===== config.mk =====
export PLATFORM = sky130hd
export DESIGN_NAME = sap2_tstate_sequencer
export DESIGN_NICKNAME = d
export VERILOG_FILES = /design/src/rtl/sap2_pkg.sv /design/src/rtl/sap2_opcode_decoder.sv /design/src/rtl/sap2_tstate_sequencer.sv
export SDC_FILE = /design/constraint.sdc
export NUM_CORES = 1
export LEC_CHECK = 0
export CAP_MARGIN = 10
export CORE_UTILIZATION = 43
export CTS_CLUSTER_DIAMETER = 50
export DETAILED_ROUTE_END_ITERATION = 7
export GPL_TIMING_DRIVEN = 0
export MAX_ROUTING_LAYER = met4
export PLACE_DENSITY_LB_ADDON = 0.15
export SKIP_LAST_GASP = 1
export SYNTH_ARGS = -nofsm -noshare
export SYNTH_HDL_FRONTEND = slang
export SYNTH_SLANG_ARGS = --single-unit

===== constraint.sdc =====
create_clock -name iClk -period 2.45 [get_ports iClk]
set_input_delay 0.735 -clock iClk [delete_from_list [all_inputs] [get_ports iClk]]
set_output_delay 0.735 -clock iClk [all_outputs]
set_load 0.02 [all_outputs]

===== src/rtl/sap2_pkg.sv =====
// sap2_pkg: shared constants for the SAP-2 control-unit front end.
// Holds the 8085-style opcode values, the instruction-line indices (alphabetical,
// in the order the control matrix expects) and the T-state ring geometry.
package sap2_pkg;

  localparam int NUM_T     = 18;
  localparam int OPC_W     = 8;
  localparam int NUM_INSTR = 29;

  // T-states with special meaning to the sequencer
  localparam int T_DECODE = 3;  // first state in which the fetched opcode is decoded
  localparam int T_HALT   = 4;  // state the ring freezes in after HLT

  typedef logic [NUM_T-1:0]     tstate_t;
  typedef logic [NUM_INSTR-1:0] instr_t;
  typedef logic [OPC_W-1:0]     opcode_t;

  localparam tstate_t TSTATE_T0 = tstate_t'(1);
  localparam tstate_t TSTATE_T4 = tstate_t'(1) << T_HALT;

  // Opcode values (8085 encoding)
  localparam opcode_t OPC_NOP     = 8'h00;
  localparam opcode_t OPC_RAL     = 8'h17;
  localparam opcode_t OPC_RAR     = 8'h1F;
  localparam opcode_t OPC_STA     = 8'h32;
  localparam opcode_t OPC_LDA     = 8'h3A;
  localparam opcode_t OPC_INR_A   = 8'h3C;
  localparam opcode_t OPC_DCR_A   = 8'h3D;
  localparam opcode_t OPC_MVI_A   = 8'h3E;
  localparam opcode_t OPC_MOV_B_A = 8'h47;
  localparam opcode_t OPC_MOV_C_A = 8'h4F;
  localparam opcode_t OPC_HLT     = 8'h76;
  localparam opcode_t OPC_MOV_A_B = 8'h78;
  localparam opcode_t OPC_MOV_A_C = 8'h79;
  localparam opcode_t OPC_ADD_B   = 8'h80;
  localparam opcode_t OPC_ADD_C   = 8'h81;
  localparam opcode_t OPC_SUB_B   = 8'h90;
  localparam opcode_t OPC_SUB_C   = 8'h91;
  localparam opcode_t OPC_ANA_B   = 8'hA0;
  localparam opcode_t OPC_ANA_C   = 8'hA1;
  localparam opcode_t OPC_XRA_B   = 8'hA8;
  localparam opcode_t OPC_XRA_C   = 8'hA9;
  localparam opcode_t OPC_ORA_B   = 8'hB0;
  localparam opcode_t OPC_ORA_C   = 8'hB1;
  localparam opcode_t OPC_JMP     = 8'hC3;
  localparam opcode_t OPC_RET     = 8'hC9;
  localparam opcode_t OPC_JZ      = 8'hCA;
  localparam opcode_t OPC_CALL    = 8'hCD;
  localparam opcode_t OPC_OUT     = 8'hD3;
  localparam opcode_t OPC_IN      = 8'hDB;

  // Instruction-line indices, alphabetical
  localparam int INSTR_ADD_B   = 0;
  localparam int INSTR_ADD_C   = 1;
  localparam int INSTR_ANA_B   = 2;
  localparam int INSTR_ANA_C   = 3;
  localparam int INSTR_CALL    = 4;
  localparam int INSTR_DCR_A   = 5;
  localparam int INSTR_HLT     = 6;
  localparam int INSTR_IN      = 7;
  localparam int INSTR_INR_A   = 8;
  localparam int INSTR_JMP     = 9;
  localparam int INSTR_JZ      = 10;
  localparam int INSTR_LDA     = 11;
  localparam int INSTR_MOV_A_B = 12;
  localparam int INSTR_MOV_A_C = 13;
  localparam int INSTR_MOV_B_A = 14;
  localparam int INSTR_MOV_C_A = 15;
  localparam int INSTR_MVI_A   = 16;
  localparam int INSTR_NOP     = 17;
  localparam int INSTR_ORA_B   = 18;
  localparam int INSTR_ORA_C   = 19;
  localparam int INSTR_OUT     = 20;
  localparam int INSTR_RAL     = 21;
  localparam int INSTR_RAR     = 22;
  localparam int INSTR_RET     = 23;
  localparam int INSTR_STA     = 24;
  localparam int INSTR_SUB_B   = 25;
  localparam int INSTR_SUB_C   = 26;
  localparam int INSTR_XRA_B   = 27;
  localparam int INSTR_XRA_C   = 28;

endpackage


===== src/rtl/sap2_opcode_decoder.sv =====
// sap2_opcode_decoder: pure combinational IR -> one-hot instruction lines.
// Undefined opcodes raise the NOP line (so the matrix ends the instruction
// at T3) and flag illegal.
module sap2_opcode_decoder
  import sap2_pkg::*;
(
  input  logic [OPC_W-1:0]     ir,
  output logic [NUM_INSTR-1:0] instr,
  output logic                 illegal
);

  // Map the instruction register onto exactly one instruction line.
  always_comb begin
    // NOTE: every output gets a default before the case so no path leaves it
    // unassigned; otherwise synthesis infers a latch to hold the old value.
    instr   = '0;
    illegal = 1'b0;
    case (ir)
      OPC_NOP:     instr[INSTR_NOP]     = 1'b1;
      OPC_RAL:     instr[INSTR_RAL]     = 1'b1;
      OPC_RAR:     instr[INSTR_RAR]     = 1'b1;
      OPC_STA:     instr[INSTR_STA]     = 1'b1;
      OPC_LDA:     instr[INSTR_LDA]     = 1'b1;
      OPC_INR_A:   instr[INSTR_INR_A]   = 1'b1;
      OPC_DCR_A:   instr[INSTR_DCR_A]   = 1'b1;
      OPC_MVI_A:   instr[INSTR_MVI_A]   = 1'b1;
      OPC_MOV_B_A: instr[INSTR_MOV_B_A] = 1'b1;
      OPC_MOV_C_A: instr[INSTR_MOV_C_A] = 1'b1;
      OPC_HLT:     instr[INSTR_HLT]     = 1'b1;
      OPC_MOV_A_B: instr[INSTR_MOV_A_B] = 1'b1;
      OPC_MOV_A_C: instr[INSTR_MOV_A_C] = 1'b1;
      OPC_ADD_B:   instr[INSTR_ADD_B]   = 1'b1;
      OPC_ADD_C:   instr[INSTR_ADD_C]   = 1'b1;
      OPC_SUB_B:   instr[INSTR_SUB_B]   = 1'b1;
      OPC_SUB_C:   instr[INSTR_SUB_C]   = 1'b1;
      OPC_ANA_B:   instr[INSTR_ANA_B]   = 1'b1;
      OPC_ANA_C:   instr[INSTR_ANA_C]   = 1'b1;
      OPC_XRA_B:   instr[INSTR_XRA_B]   = 1'b1;
      OPC_XRA_C:   instr[INSTR_XRA_C]   = 1'b1;
      OPC_ORA_B:   instr[INSTR_ORA_B]   = 1'b1;
      OPC_ORA_C:   instr[INSTR_ORA_C]   = 1'b1;
      OPC_JMP:     instr[INSTR_JMP]     = 1'b1;
      OPC_RET:     instr[INSTR_RET]     = 1'b1;
      OPC_JZ:      instr[INSTR_JZ]      = 1'b1;
      OPC_CALL:    instr[INSTR_CALL]    = 1'b1;
      OPC_OUT:     instr[INSTR_OUT]     = 1'b1;
      OPC_IN:      instr[INSTR_IN]      = 1'b1;
      default: begin
        instr[INSTR_NOP] = 1'b1;
        illegal          = 1'b1;
      end
    endcase
  end

endmodule


===== src/rtl/sap2_tstate_sequencer.sv =====
// sap2_tstate_sequencer: SAP-2 control-unit front end.
// 18-state one-hot T-state ring, instruction register, opcode decode, zero flag,
// halt freeze and sticky illegal-opcode / ring-overrun indicators.
// Optional build macro SAP2_SINGLE_STEP_EN adds iStep; state then advances only
// on edges where iStep=1 (reset still asynchronous).
module sap2_tstate_sequencer
  import sap2_pkg::*;
(
  input  logic                 iClk,
  input  logic                 iRst,
  input  logic [OPC_W-1:0]     iBus,
  input  logic                 iLir,
  input  logic                 iRingReset,
  input  logic                 iLoadFlag,
  input  logic                 iZeroIn,
`ifdef SAP2_SINGLE_STEP_EN
  input  logic                 iStep,
`endif
  output logic [NUM_T-1:0]     oTstate,
  output logic [NUM_INSTR-1:0] oInstr,
  output logic                 oZeroFlag,
  output logic                 oHalted,
  output logic                 oIllegal,
  output logic                 oSeqError
);

  opcode_t ir;
  logic    dec_illegal;
  logic    illegal_q;
  logic    advance;
  logic    in_decode;
  logic    halting;

`ifdef SAP2_SINGLE_STEP_EN
  assign advance = iStep && !oHalted;
`else
  assign advance = !oHalted;
`endif

  assign in_decode = oTstate[T_DECODE];
  assign halting   = in_decode && oInstr[INSTR_HLT];

  sap2_opcode_decoder u_decoder (
    .ir      (ir),
    .instr   (oInstr),
    .illegal (dec_illegal)
  );

  // Illegal is visible during T3 itself and then held by the sticky register.
  assign oIllegal = illegal_q || (in_decode && dec_illegal);

  // Ring counter, IR, zero flag, halt and sticky status bits.
  always_ff @(posedge iClk or posedge iRst) begin
    if (iRst) begin
      oTstate   <= TSTATE_T0;
      ir        <= OPC_NOP;
      oZeroFlag <= 1'b0;
      oHalted   <= 1'b0;
      illegal_q <= 1'b0;
      oSeqError <= 1'b0;
    end else if (advance) begin
      // NOTE: non-blocking assignments so every register here samples the
      // pre-edge values; blocking would let later lines see updated state.
      if (halting) begin
        oTstate <= TSTATE_T4;
        oHalted <= 1'b1;
      end else if (iRingReset) begin
        oTstate <= TSTATE_T0;
      end else begin
        oTstate <= {oTstate[NUM_T-2:0], oTstate[NUM_T-1]};
        if (oTstate[NUM_T-1]) oSeqError <= 1'b1;
      end

      // Keep HLT in the IR once halting so the decode stays consistent.
      if (iLir && !halting) ir <= iBus;

      if (in_decode && dec_illegal) illegal_q <= 1'b1;

      if (iLoadFlag) oZeroFlag <= iZeroIn;
    end
  end

endmodule


==> results of run 1 <==
[cell usage after synthesis, types with 2 or more instances]
cell	count	area share
and3_1	2	0.0076
nand3b_1	2	0.0091
o21ai_1	2	0.0060
or4_1	2	0.0091
a211o_1	2	0.011
nand2_1	14	0.032
nand3_1	5	0.015
dfrtp_1	29	0.44
buf_2	5	0.015
o21ai_0	3	0.0091
nand2b_1	3	0.011
nand4bb_1	2	0.014
and4b_1	2	0.012
nor2_4	2	0.014
a22o_1	16	0.085
o41ai_1	2	0.011
clkbuf_1	5	0.011
mux2_1	8	0.054
nor2b_1	5	0.019
nand4b_1	2	0.011
nand4_1	2	0.0076
nor3_1	4	0.012
nor2_1	25	0.057
nor3b_1	2	0.0091
inv_1	4	0.0091
[worst max-delay path: stages, from the launching register on]
cell     delay, ns
dfrtp_1       0.38
buf_4         0.18
or3b_1        0.38
a211o_1       0.31
nand3_4       0.12
o41ai_4       0.08
buf_4         0.16
[worst min-delay path by stage]
| stage | cells after the start | startpoint | slack, ns | endpoint |
|---|---|---|---|---|
| 3_3_place_gp | 1 | oSeqError | 0.45 | oSeqError |
| 6_report | 1 | oSeqError | 0.47 | oSeqError |
| 4_1_cts | 1 | oSeqError | 0.48 | oSeqError |
| 3_5_place_dp | 1 | oSeqError | 0.47 | oSeqError |
| 2_1_floorplan | 2 | illegal_q | 0.45 | illegal_q |
| 5_1_grt | 1 | oSeqError | 0.50 | oSeqError |
[registers in the layout, summed over array words and instances (netlist names)]
register	flops
oHalted	1
oSeqError	1
oTstate	18
ir	8
oZeroFlag	1
illegal_q	1
[logic make-up after synthesis]
| logic type | Yosys count | synth area share |
|---|---|---|
| xor gates and xnor gates | 1 | 0.00529 |
| AOI/OAI and AO/OA | 31 | 0.150 |
| and+or+nand+nor | 82 | 0.281 |
| muxes | 9 | 0.0612 |
| buffers and inverters | 17 | 0.0491 |
| DFF | 30 | 0.454 |
[layer usage]
layer | wire length, um | GRT usage | vias to the layer above
met5 | 0 | - | -
met4 | 86 | 0.102 | 0
met3 | 247 | 0.0339 | 9
met2 | 2410 | 0.364 | 74
met1 | 2000 | 0.276 | 814
li1 | - | - | 785
[cell type report]
cell class                 instances  share of cell area
inverter                           5             0.00691
tap                               48              0.0221
buffer                            12              0.0323
clock inverter                     1             0.00184
sequential                        30               0.278
clock buffer                       7              0.0318
multi-input combinational        123               0.365
timing repair buffer              78               0.261
[power by group through the flow]
stage | clock network [mW] | logic, mW | registers [mW]
after CTS | 0.409 | 0.256 | 0.536
after floorplan | 0 | 0.151 | 0.547
after global routing | 0.436 | 0.346 | 0.540
after global placement | 0 | 0.237 | 0.545
after detailed placement | 0 | 0.237 | 0.545
final | 0.397 | 0.324 | 0.538
[timing repair]
item / in CTS / in global routing
endpoints found under the setup margin: 30 / 27
buffers inserted: 5 / 8
pin swaps: 3 / 10
resized for setup: 114 / 59
cloned: 0 / 1
==> reports/results.ini, run 1 <==
[sta]
hold_ws_ns = 0.475
max_freq_mhz = 381
rsz0062_at_grt = true
finalCriticalPeriod_ns = 2.62
tns_ns = -0.794
skew_ns = 0.00843
finalMaxSlewViolations = 0
fin_ws_ns = -0.171
setup_viol = 12
tightestPinTransition_ns = 0.415
finalHoldViolCount = 0
period_share = 1.07
relSlewSlack = 0.723

[die]
die_w_um = 64.1
start_util = 0.449
die_h_um = 64.1
rows = 22
io_pins = 65
coreArea_sq_um = 3690
die_area_sq_um = 4100

[cts]
cts_hold_buf = 0
clockRootBuffer = clkbuf_8
clockBufferDepth = 2
cts.sinks = 30
worstSkewPairLatency_ns = 0.27
cts_tree = done
cts_made_buffers = 5
htreeDepth = 2
path_clk_slew_ns = 0.06

[synthesis]
yosysSeqAreaShare = 0.454
yosysWarningCount = 0
synth.cell_area_sq_um = 1660
postSynthAreaPerCell_sq_um = 9.74
synth_cell_types = 45
async_reset_ff_frac = 1.00
synth_enable_flop_cells = 0
synthesis.instances = 170
ys_seq_elements = 30
syn_nets = 184
synth_top_flop_cell = dfrtp_1

[detailed_routing]
wl_mm = 4.74
vias = 1682
first_pass_iters = 4
post_drt_wl_per_cell_um = 15.6
vias_per_cell = 5.53
drt_iter0_drc = 149
drc = 0
final_antenna_net_count = 0

[grt]
antenna_found_initial = 0
grt_pass1_vias = 1491
grt_max_degree = 31
overflow = 0
grt_pass1_wl_mm = 6.93
grtUsageTotal = 0.225

[pwr]
combPwrFrac = 0.257
power_frac_seq = 0.428
worst_ir_drop_vdd_mv = 0.406
power.total_mw = 1.26
power_density_nw_per_um2 = 464
power_frac_clock = 0.315
cellInternalPower_mw = 0.894
switchingPower_mw = 0.365
leakage_nw = 1.22
sw_frac_of_total = 0.290

[setup_path]
crit_path_end_kind = output port
reg2reg_slack_ns = 0.57
startpoint_type = flop
crit_arrival_ns = 1.89
rr_worst_depth = 5
regToRegStartpoint = ir[6]
critical_path.startpoint = ir[0]
reg2reg_to = ir[2]
cp.required_ns = 1.71
crit_type = reg2out
cp-endpoint = oIllegal
critical_path.max_fanout = 10

[min_path]
hp-class = reg2reg

[layout]
final_cell_mix = 34 x clkdlybuf4s50_1, 26 x dfrtp_1, 23 x buf_4
areaGrowthSynthToFinish_pct = 63.9
drive_gt1_frac = 0.352
antenna_cells = 0
fin_cells = 304
fin_nets = 269
finish.utilization = 0.736
regArea_sq_um = 756
fin_area_sq_um = 2720
multi_input_area_sq_um = 992
fill_cells = 300
mostFrequentLayoutCell = clkdlybuf4s50_1

[placed_design]
dp_cells = 282
io_buffers = 64
postPlaceCellArea_sq_um = 2380
gp_congestion = 0.865
place_hpwl_mm = 2.95
post-place-ws_ns = -0.496

[run]
drv_cap = 0

[status]
status = complete, but fails checks
violations = setup timing

(Power assumes the default switching activity.)
==> inputs of run 2 (changes only) <==
Settings changed: CTS_CLUSTER_SIZE set to 25, SETUP_SLACK_MARGIN set to 0.05.
==> run 2 against run 1 <==
Net effect:
- the run still ends with setup timing left
- critical path depth grew 1
- worst setup slack lost 0.026 ns
- clock-buffer cell count is the same
- utilization shrank 0.41 points
- clock skew shrank 0.0045 ns
- global-route usage grew 2.5 points
- sequential power is essentially flat
- non-clock buffer count grew 3
- highest routed layer unchanged
- die area is the same
- cell count grew 0.66%
==> reports/results.ini, run 2 (synthesized netlist as in run 1, its figures left out) <==
[pwr]
power_frac_clock = 0.296  ; -0.019
combPwrFrac = 0.267  ; +0.010
worst_ir_drop_vdd_mv = 0.462  ; +14%
cellInternalPower_mw = 0.870  ; -2.6%
power_frac_seq = 0.436  ; +0.008
leakage_nw = 1.20  ; -1.5%
sw_frac_of_total = 0.293  ; +0.00329
power_density_nw_per_um2 = 456  ; -1.6%
switchingPower_mw = 0.361  ; -1.1%

[grt]
use_met2 = 0.392  ; +0.0279
grt_max_degree = 31  ; unchanged
grtUsageMet1 = 0.307  ; +0.0310
grt-busiest-layer = met2
antenna_found_initial = 0  ; unchanged
grt_pass1_vias = 1574  ; +5.6%
overflow = 0  ; unchanged
grtUsageTotal = 0.250  ; +0.0253
grt_use_met3 = 0.0607  ; +0.0268
grt_pass1_wl_mm = 7.52  ; +8.5%

[sta]
setup_viol = 9  ; -3
finalMaxSlewViolations = 0  ; unchanged
tns_ns = -0.841  ; -0.0472 ns
skew_ns = 0.00389  ; -0.00454 ns
hold_ws_ns = 0.457  ; -0.0174 ns
finalCriticalPeriod_ns = 2.65  ; +0.0263 ns
period_share = 1.08  ; +0.0107
relSlewSlack = 0.644  ; -0.0789
tightestPinTransition_ns = 0.533  ; +0.118 ns
finalHoldViolCount = 0  ; unchanged
max_freq_mhz = 378  ; -0.99%
rsz0062_at_grt = true
fin_ws_ns = -0.198  ; -0.0263 ns

[min_path]
min-delay-start = oSeqError
min_delay_worst_endpoint = oSeqError
min_path_cells = 1  ; unchanged
hp-class = reg2reg

[die]
die_h_um = 64.1  ; unchanged
die_w_um = 64.1  ; unchanged
die_area_sq_um = 4100  ; unchanged
io_pins = 65  ; unchanged
start_util = 0.449  ; unchanged
coreArea_sq_um = 3690  ; unchanged
rows = 22  ; unchanged

[layout]
final_cell_mix = 34 x clkdlybuf4s50_1, 27 x buf_4, 26 x dfrtp_1
fill_cells = 292  ; -2.7%
top_register = oTstate
finish.utilization = 0.732  ; -0.00407
regArea_sq_um = 756  ; unchanged
multi_input_area_sq_um = 956  ; -3.7%
mostFrequentLayoutCell = clkdlybuf4s50_1
fin_area_sq_um = 2700  ; -0.55%
antenna_cells = 0  ; unchanged
areaGrowthSynthToFinish_pct = 63.0
drive_gt1_frac = 0.357  ; +0.00503
fin_nets = 272  ; +1.1%
largest_reg_flops = 18  ; unchanged
largestRegisters = oTstate x18, ir x8

[placed_design]
gp_congestion = 0.883  ; +2.2%
place_hpwl_mm = 3.02  ; +2.5%
io_buffers = 64  ; unchanged
postPlaceCellArea_sq_um = 2380  ; +0.26%

[status]
status = complete, but fails checks
violations = setup timing

[setup_path]
reg2reg_to = ir[6]
critical_path.max_fanout = 10  ; unchanged
reg2reg_slack_ns = 0.57  ; about the same
crit_path_end_kind = output port
crit_arrival_ns = 1.91  ; +0.02 ns
rr_worst_depth = 5  ; unchanged
startpoint_type = flop
cp.required_ns = 1.71  ; about the same
regToRegStartpoint = ir[4]
crit_type = reg2out

[detailed_routing]
vias_per_cell = 5.39  ; -2.7%
vias = 1648  ; -2.0%
drc = 0  ; unchanged
first_pass_iters = 4  ; unchanged
final_antenna_net_count = 0  ; unchanged
post_drt_wl_per_cell_um = 15.5  ; -0.32%
drt_iter0_drc = 112  ; -25%
wl_mm = 4.75  ; +0.34%

[cts]
clockRootBuffer = clkbuf_8
cts_tree = done
cts_made_buffers = 5  ; unchanged
cts_hold_buf = 0  ; unchanged
htreeDepth = 2  ; unchanged
cts.sinks = 30  ; unchanged
worstSkewPairLatency_ns = 0.28  ; about the same
clockBufferDepth = 2  ; unchanged
path_clk_slew_ns = 0.06  ; about the same

[run]
drv_cap = 0  ; unchanged

[run 2: changes by cell type in the layout (fill, tap and decap cells not counted), moves of 2 or more]
cell,previous run,this run
buf_4,23,27
clkbuf_2,2,4
clkdlybuf4s15_2,1,3
dlygate4sd2_1,6,2
nor3_1,0,4
nor3_2,4,0
[run 2: layer usage]
layer,wire length [um],vias up,share of wire
li1,-,790,-
met1,2110,780,0.44
met2,2290,68,0.48
met3,247,10,0.052
met4,101,0,0.021
met5,0,-,0
[run 2: final cells by class]
cell class / count / area share
clock buffer: 7 / 0.0283
timing repair buffer: 81 / 0.275
sequential: 30 / 0.280
inverter: 5 / 0.00695
tap: 48 / 0.0222
multi-input combinational: 123 / 0.354
buffer: 12 / 0.0338
[run 2: stage by stage]
stage	setup WS, ns	power, mW	std cells
global route	-0.276	1.29	306
detailed placement	-0.497	0.784	282
global placement	-0.500	0.782	282
finish	-0.198	1.23	306
CTS	-0.184	1.19	298
floorplan	0.0548	0.700	170
[run 2: worst max-delay path, stage by stage (launching register included)]
cell and delay, ns:
dfrtp_2 0.43, buf_12 0.14, buf_6 0.13, xnor2_1 0.19, o22ai_1 0.10, a32o_2 0.26, o41ai_4 0.20, buf_4 0.19
[run 2: power by group through the flow]
| stage | registers [mW] | logic (mW) | clock network, mW |
|---|---|---|---|
| floorplan | 0.547 | 0.152 | 0 |
| global placement | 0.545 | 0.237 | 0 |
| detailed placement | 0.545 | 0.239 | 0 |
| CTS | 0.537 | 0.279 | 0.372 |
| global route | 0.539 | 0.353 | 0.401 |
| finish | 0.537 | 0.329 | 0.365 |
[run 2: worst max path at each step]
stage / cells after the start / slack, ns / startpoint / to
CTS: 7 / -0.18 / ir[7] / oIllegal
detailed placement: 6 / -0.50 / ir[2] / oIllegal
finish: 7 / -0.20 / ir[6] / oIllegal
global route: 7 / -0.28 / ir[6] / oInstr[0]
floorplan: 4 / 0.05 / ir[1] / oInstr[17]
global placement: 5 / -0.50 / ir[1] / oIllegal
[run 2: what timing repair did]
action | CTS | global route
gates cloned | 1 | 0
pin swaps | 6 | 6
gates resized for setup | 131 | 46
setup endpoints to repair | 30 | 29
buffers inserted | 8 | 7
==> RTL change 1, RTL diff (settings of run 1) <==
`NUM_INSTR`: 29 -> 58.
--- a/src/rtl/sap2_pkg.sv
+++ b/src/rtl/sap2_pkg.sv
@@ -6,5 +6,5 @@
   localparam int NUM_T     = 18;
   localparam int OPC_W     = 8;
-  localparam int NUM_INSTR = 29;
+  localparam int NUM_INSTR = 58;
 
   // T-states with special meaning to the sequencer
Ports: changed (resized oInstr); port bits go from 65 to 94. No check against the original RTL was run, so the function may have changed too.
==> RTL change 1 against run 1 <==
The run still ends with negative setup slack left; largest power group unchanged; largest cell class is now non-clock buffers; wire length up 22%; first-iteration DRC count increased by 4.7%; critical path type unchanged; sequential cell count is the same; total power grew 9.5%; worst setup slack got worse by 0.025 ns; area after synthesis is 13% higher; global-route usage is 1.4 points higher; via count up 14%; cell area is 12% higher; non-clock buffer count is 33 higher.
==> RTL change 1: results (changes against run 1) <==
metric	value	unit	change
cts_buffer_depth	2		unchanged
wl_met3	425	um	+72%
crit_path_max_fanout	5		-5
nets	331		+23%
violations	negative setup slack		
buffer_area_share	34.7	%	+5.4 points
clk_latency	0.29	ns	+0.02 ns
combPwrFrac	30.0	%	+4.3 points
use_met3	5.50	%	+2.1 points
buffers	123		+37%
multi_input_gates	152		+24%
r2r-end	ir[6]		
cp-endpoint	oInstr[17]		
n_fill_cell	313		+4.3%
routabilityCongestion	0.899		+4.0%
post_drt_via_cell_ratio	5.19		-6.2%
floorplan.rows	23		+4.5%
numCtsBuffers	5		unchanged
synthTopCellsByArea	dfrtp_1 (39%), buf_4 (12%), a22o_1 (7.5%)		
postCtsResizedCells	121		+6.1%
yosysUniqueCellTypes	46		+2.2%
wl_met1	2.37	mm	+19%
met1_usage	29.2	%	+1.6 points
cellPowerDensity	453	mW/mm2	-2.3%
synth_top_area_share	38.6	%	-5.2 points
placed_cell_area	0.00271	mm2	+14%
seq_area_frac_synth	40.0	%	-5.4 points
multi_input_area_share	34.7	%	-1.9 points
crit_start	ir[1]		
synthTopCellsByCount	buf_4 (30), dfrtp_1 (29), nor2_1 (25), a22o_1 (16), nand2_1 (14)		
grt_pass1_wl	7.81	mm	+13%
clkCellAreaFrac	3.12	%	-0.24 points
route.met2.wl	2.83	mm	+18%
wl	5.76	mm	+22%
num-clock-buffers	6		-1
min_path_cells	1		unchanged
worst_slack	-0.196	ns	-0.0248 ns
drtIter0Drc	156		+4.7%
dp_hpwl	3.46	mm	+17%
grt_use_total	23.8	%	+1.4 points
finalSetupViolations	18		+6
worstMarginPinSlew	0.598	ns	+0.183 ns
grt_use_met2	36.9	%	+0.45 points
synthArstFlopShare	100	%	unchanged
highest_layer	met4		
p_leak	0.00148	uW	+22%
worstPathArrival	1.91	ns	+0.02 ns
clkPwrFrac	30.7	%	-0.8 points
min-delay-start	oSeqError		
nNonClkInverters	5		unchanged
grt_pass1_vias	1603		+7.5%
ir_worst_vdd	0.000352	V	-13%
n_antenna_cell	0		unchanged
finalClockSkew	0.00772	ns	-0.000718 ns
p_sw	444	uW	+22%
rrSetupSlack	0.60	ns	+0.03 ns
outcome	complete, but fails checks		
drive_gt1_share	37.4	%	+2.3 points
cts_setup_buffers	10		+5
rr_startpoint	ir[4]		
RTL change 1: cell types whose count changed after synthesis, sizes merged:
cell  delta
buf     +29
conb     +1
RTL change 1: critical path, cell delays in order, from the launching register on:
cell     delay (ns)
dfrtp_2        0.42
buf_6          0.12
nand3_1        0.08
or4b_4         0.60
nand3_4        0.11
buf_6          0.11
nor3_4         0.03
buf_6          0.13
RTL change 1: kinds of logic after synthesis:
family | share of synthesized area, %
other | 0.200
XOR/XNOR | 0.466
flip-flops | 40.0
AO/OA/AOI/OAI | 13.2
multiplexers | 5.40
AND/OR/NAND/NOR | 24.8
buffers and inverters | 15.9
RTL change 1: metrics by stage:
stage          worst slack (ns)  TNS (ns)  total power (uW)  hold slack, ns  std cells
6_report                 -0.196     -1.34              1380           0.462        368
2_1_floorplan            0.0174         0               773           0.452        228
3_5_place_dp             -0.498     -5.91               860           0.448        342
3_3_place_gp             -0.503     -5.21               854           0.439        342
4_1_cts                  -0.267     -1.04              1320           0.468        360
5_1_grt                  -0.258     -2.81              1430           0.488        368
==> RTL change 2, RTL diff (settings of run 1) <==
Without the edit above. Add an input register stage for `iBus`, `iLir`, `iLoadFlag` and `iZeroIn`, without a reset; this delays them by one clock.
--- a/src/rtl/sap2_tstate_sequencer.sv
+++ b/src/rtl/sap2_tstate_sequencer.sv
@@ -24,4 +24,16 @@
   output logic                 oSeqError
 );
+
+  logic [OPC_W-1:0] iBus_q;
+  logic iLir_q;
+  logic iLoadFlag_q;
+  logic iZeroIn_q;
+
+  always_ff @(posedge iClk) begin
+    iBus_q      <= iBus;
+    iLir_q      <= iLir;
+    iLoadFlag_q <= iLoadFlag;
+    iZeroIn_q   <= iZeroIn;
+  end
 
   opcode_t ir;
@@ -73,9 +85,9 @@
 
       // Keep HLT in the IR once halting so the decode stays consistent.
-      if (iLir && !halting) ir <= iBus;
+      if (iLir_q && !halting) ir <= iBus_q;
 
       if (in_decode && dec_illegal) illegal_q <= 1'b1;
 
-      if (iLoadFlag) oZeroFlag <= iZeroIn;
+      if (iLoadFlag_q) oZeroFlag <= iZeroIn_q;
     end
   end
Function: changed (Yosys sat finds a counterexample within 4 cycles, from zero or initial values and one cycle with iRst high).
==> RTL change 2 against run 1 <==
Worst setup slack worse by 0.37 ns; count of clock-buffer cells in the layout is 1 lower; die area is 12% higher; area after synthesis is 12% higher; sequential cell count is 11 higher; global-route usage is 0.10 points higher; wire length is 2.7% higher; total power is 20% higher; non-clock buffer count stayed put; cell count is 2.6% higher; the flow still finishes with violations (negative setup slack); maximum frequency is 12% lower; cell area is 7.2% higher.
==> RTL change 2: results (changes against run 1) <==
metric	value	unit	change
worst_slack	-0.538	ns	-0.367 ns
p_leak	0.00129	uW	+6.0%
synthTopCellsByArea	dfrtp_1 (39%), dfxtp_1 (12%), a22o_1 (7.5%)		
drive_gt1_share	38.2	%	+3.0 points
grt_pass1_vias	1565		+5.0%
nets	275		+2.2%
clk_latency	0.29	ns	+0.02 ns
placed_cell_area	0.00262	mm2	+10%
wl	4.86	mm	+2.7%
synth-compound-area-share	14.3	%	-0.64 points
syn_nets	191		+3.8%
worstMarginPinSlew	0.578	ns	+0.163 ns
finalClockSkew	0.0106	ns	+0.00219 ns
synthTopCellsByCount	dfrtp_1 (29), nor2_1 (17), a22o_1 (16), dfxtp_1 (11), nand2_1 (11)		
violations	negative setup slack		
finalSetupViolations	10		-2
slowest_delay	0.52	ns	+0.14 ns
place_inst	291		+3.2%
setup_tns	-2.78	ns	-1.98 ns
drtIter0Drc	88		-41%
reg.largest.list	oTstate: 18 flops, iBus_q: 8 flops, ir: 8 flops		
critPathSlowestCell	or4_4		
vias	1696		+0.83%
worstPathArrival	2.25	ns	+0.36 ns
clk_pin_slew	0.08	ns	+0.02 ns
cts_setup_buffers	8		+3
routabilityCongestion	0.942		+8.9%
preCtsSetupSlack	-0.718	ns	-0.223 ns
postCtsResizedCells	122		+7.0%
grt_use_total	22.6	%	+0.10 points
outcome	complete, but fails checks		
grt_pass1_wl	7.40	mm	+6.7%
n_fill_cell	339		+13%
final_cells	312		+2.6%
dp_hpwl	3.29	mm	+12%
[RTL change 2: changes by cell type after synthesis, moves of 3 or more]
cell      delta
nor4_1       +6
mux2_1       -8
dfxtp_1     +11
nor2_1       -8
buf_4        +3
nor3_1       +6
nand2b_1     +3
inv_1        +3
nand3_1      -4
mux2_2       +8
nand2_1      -3
[RTL change 2: final timing paths]
path / slack (ns) / cells past startpoint / to / startpoint
setup reg to reg: 0.21 / 8 / illegal_q / ir[7]
hold / removal: 0.46 / 1 / oSeqError / oSeqError
hold reg to reg: 0.46 / 1 / oSeqError / oSeqError
min in group asynchronous: 0.71 / 2 / oTstate[11] / iRst
max in group asynchronous: 1.24 / 3 / oTstate[0] / iRst
setup / recovery: -0.54 / 7 / oIllegal / ir[7]
[RTL change 2: per-layer routing]
metal | vias to the layer above | GRT usage, % | wire [um]
li1 | 808 | - | -
met1 | 818 | 29.9 | 2170
met2 | 63 | 35.1 | 2320
met3 | 7 | 3.89 | 308
met4 | 0 | 7.03 | 64
met5 | - | - | 0
[RTL change 2: cells by family (layout without fill, tap and decap cells)]
family / after synthesis / after routing
muxes: 9 / 9
buffers and inverters: 20 / 105
and+or+nand+nor: 75 / 75
DFF: 41 / 41
AOI/OAI and AO/OA: 32 / 32
[RTL change 2: power by group]
group | leakage (uW) | total [uW] | switching, uW | internal [uW]
sequential | 0.000479 | 725 | 20.5 | 705
clock | 0.0000512 | 461 | 233 | 228
combinational | 0.000758 | 330 | 177 | 153
[RTL change 2: final cells by class]
cell class	instances	area, um2	area share, %
clock inverter	2	13.8	0.473
inverter	7	26.3	0.903
sequential	41	975	33.5
timing repair buffer	78	692	23.8
buffer	12	95.1	3.27
tap	50	62.6	2.15
clock buffer	6	82.6	2.84
multi-input combinational	116	963	33.1
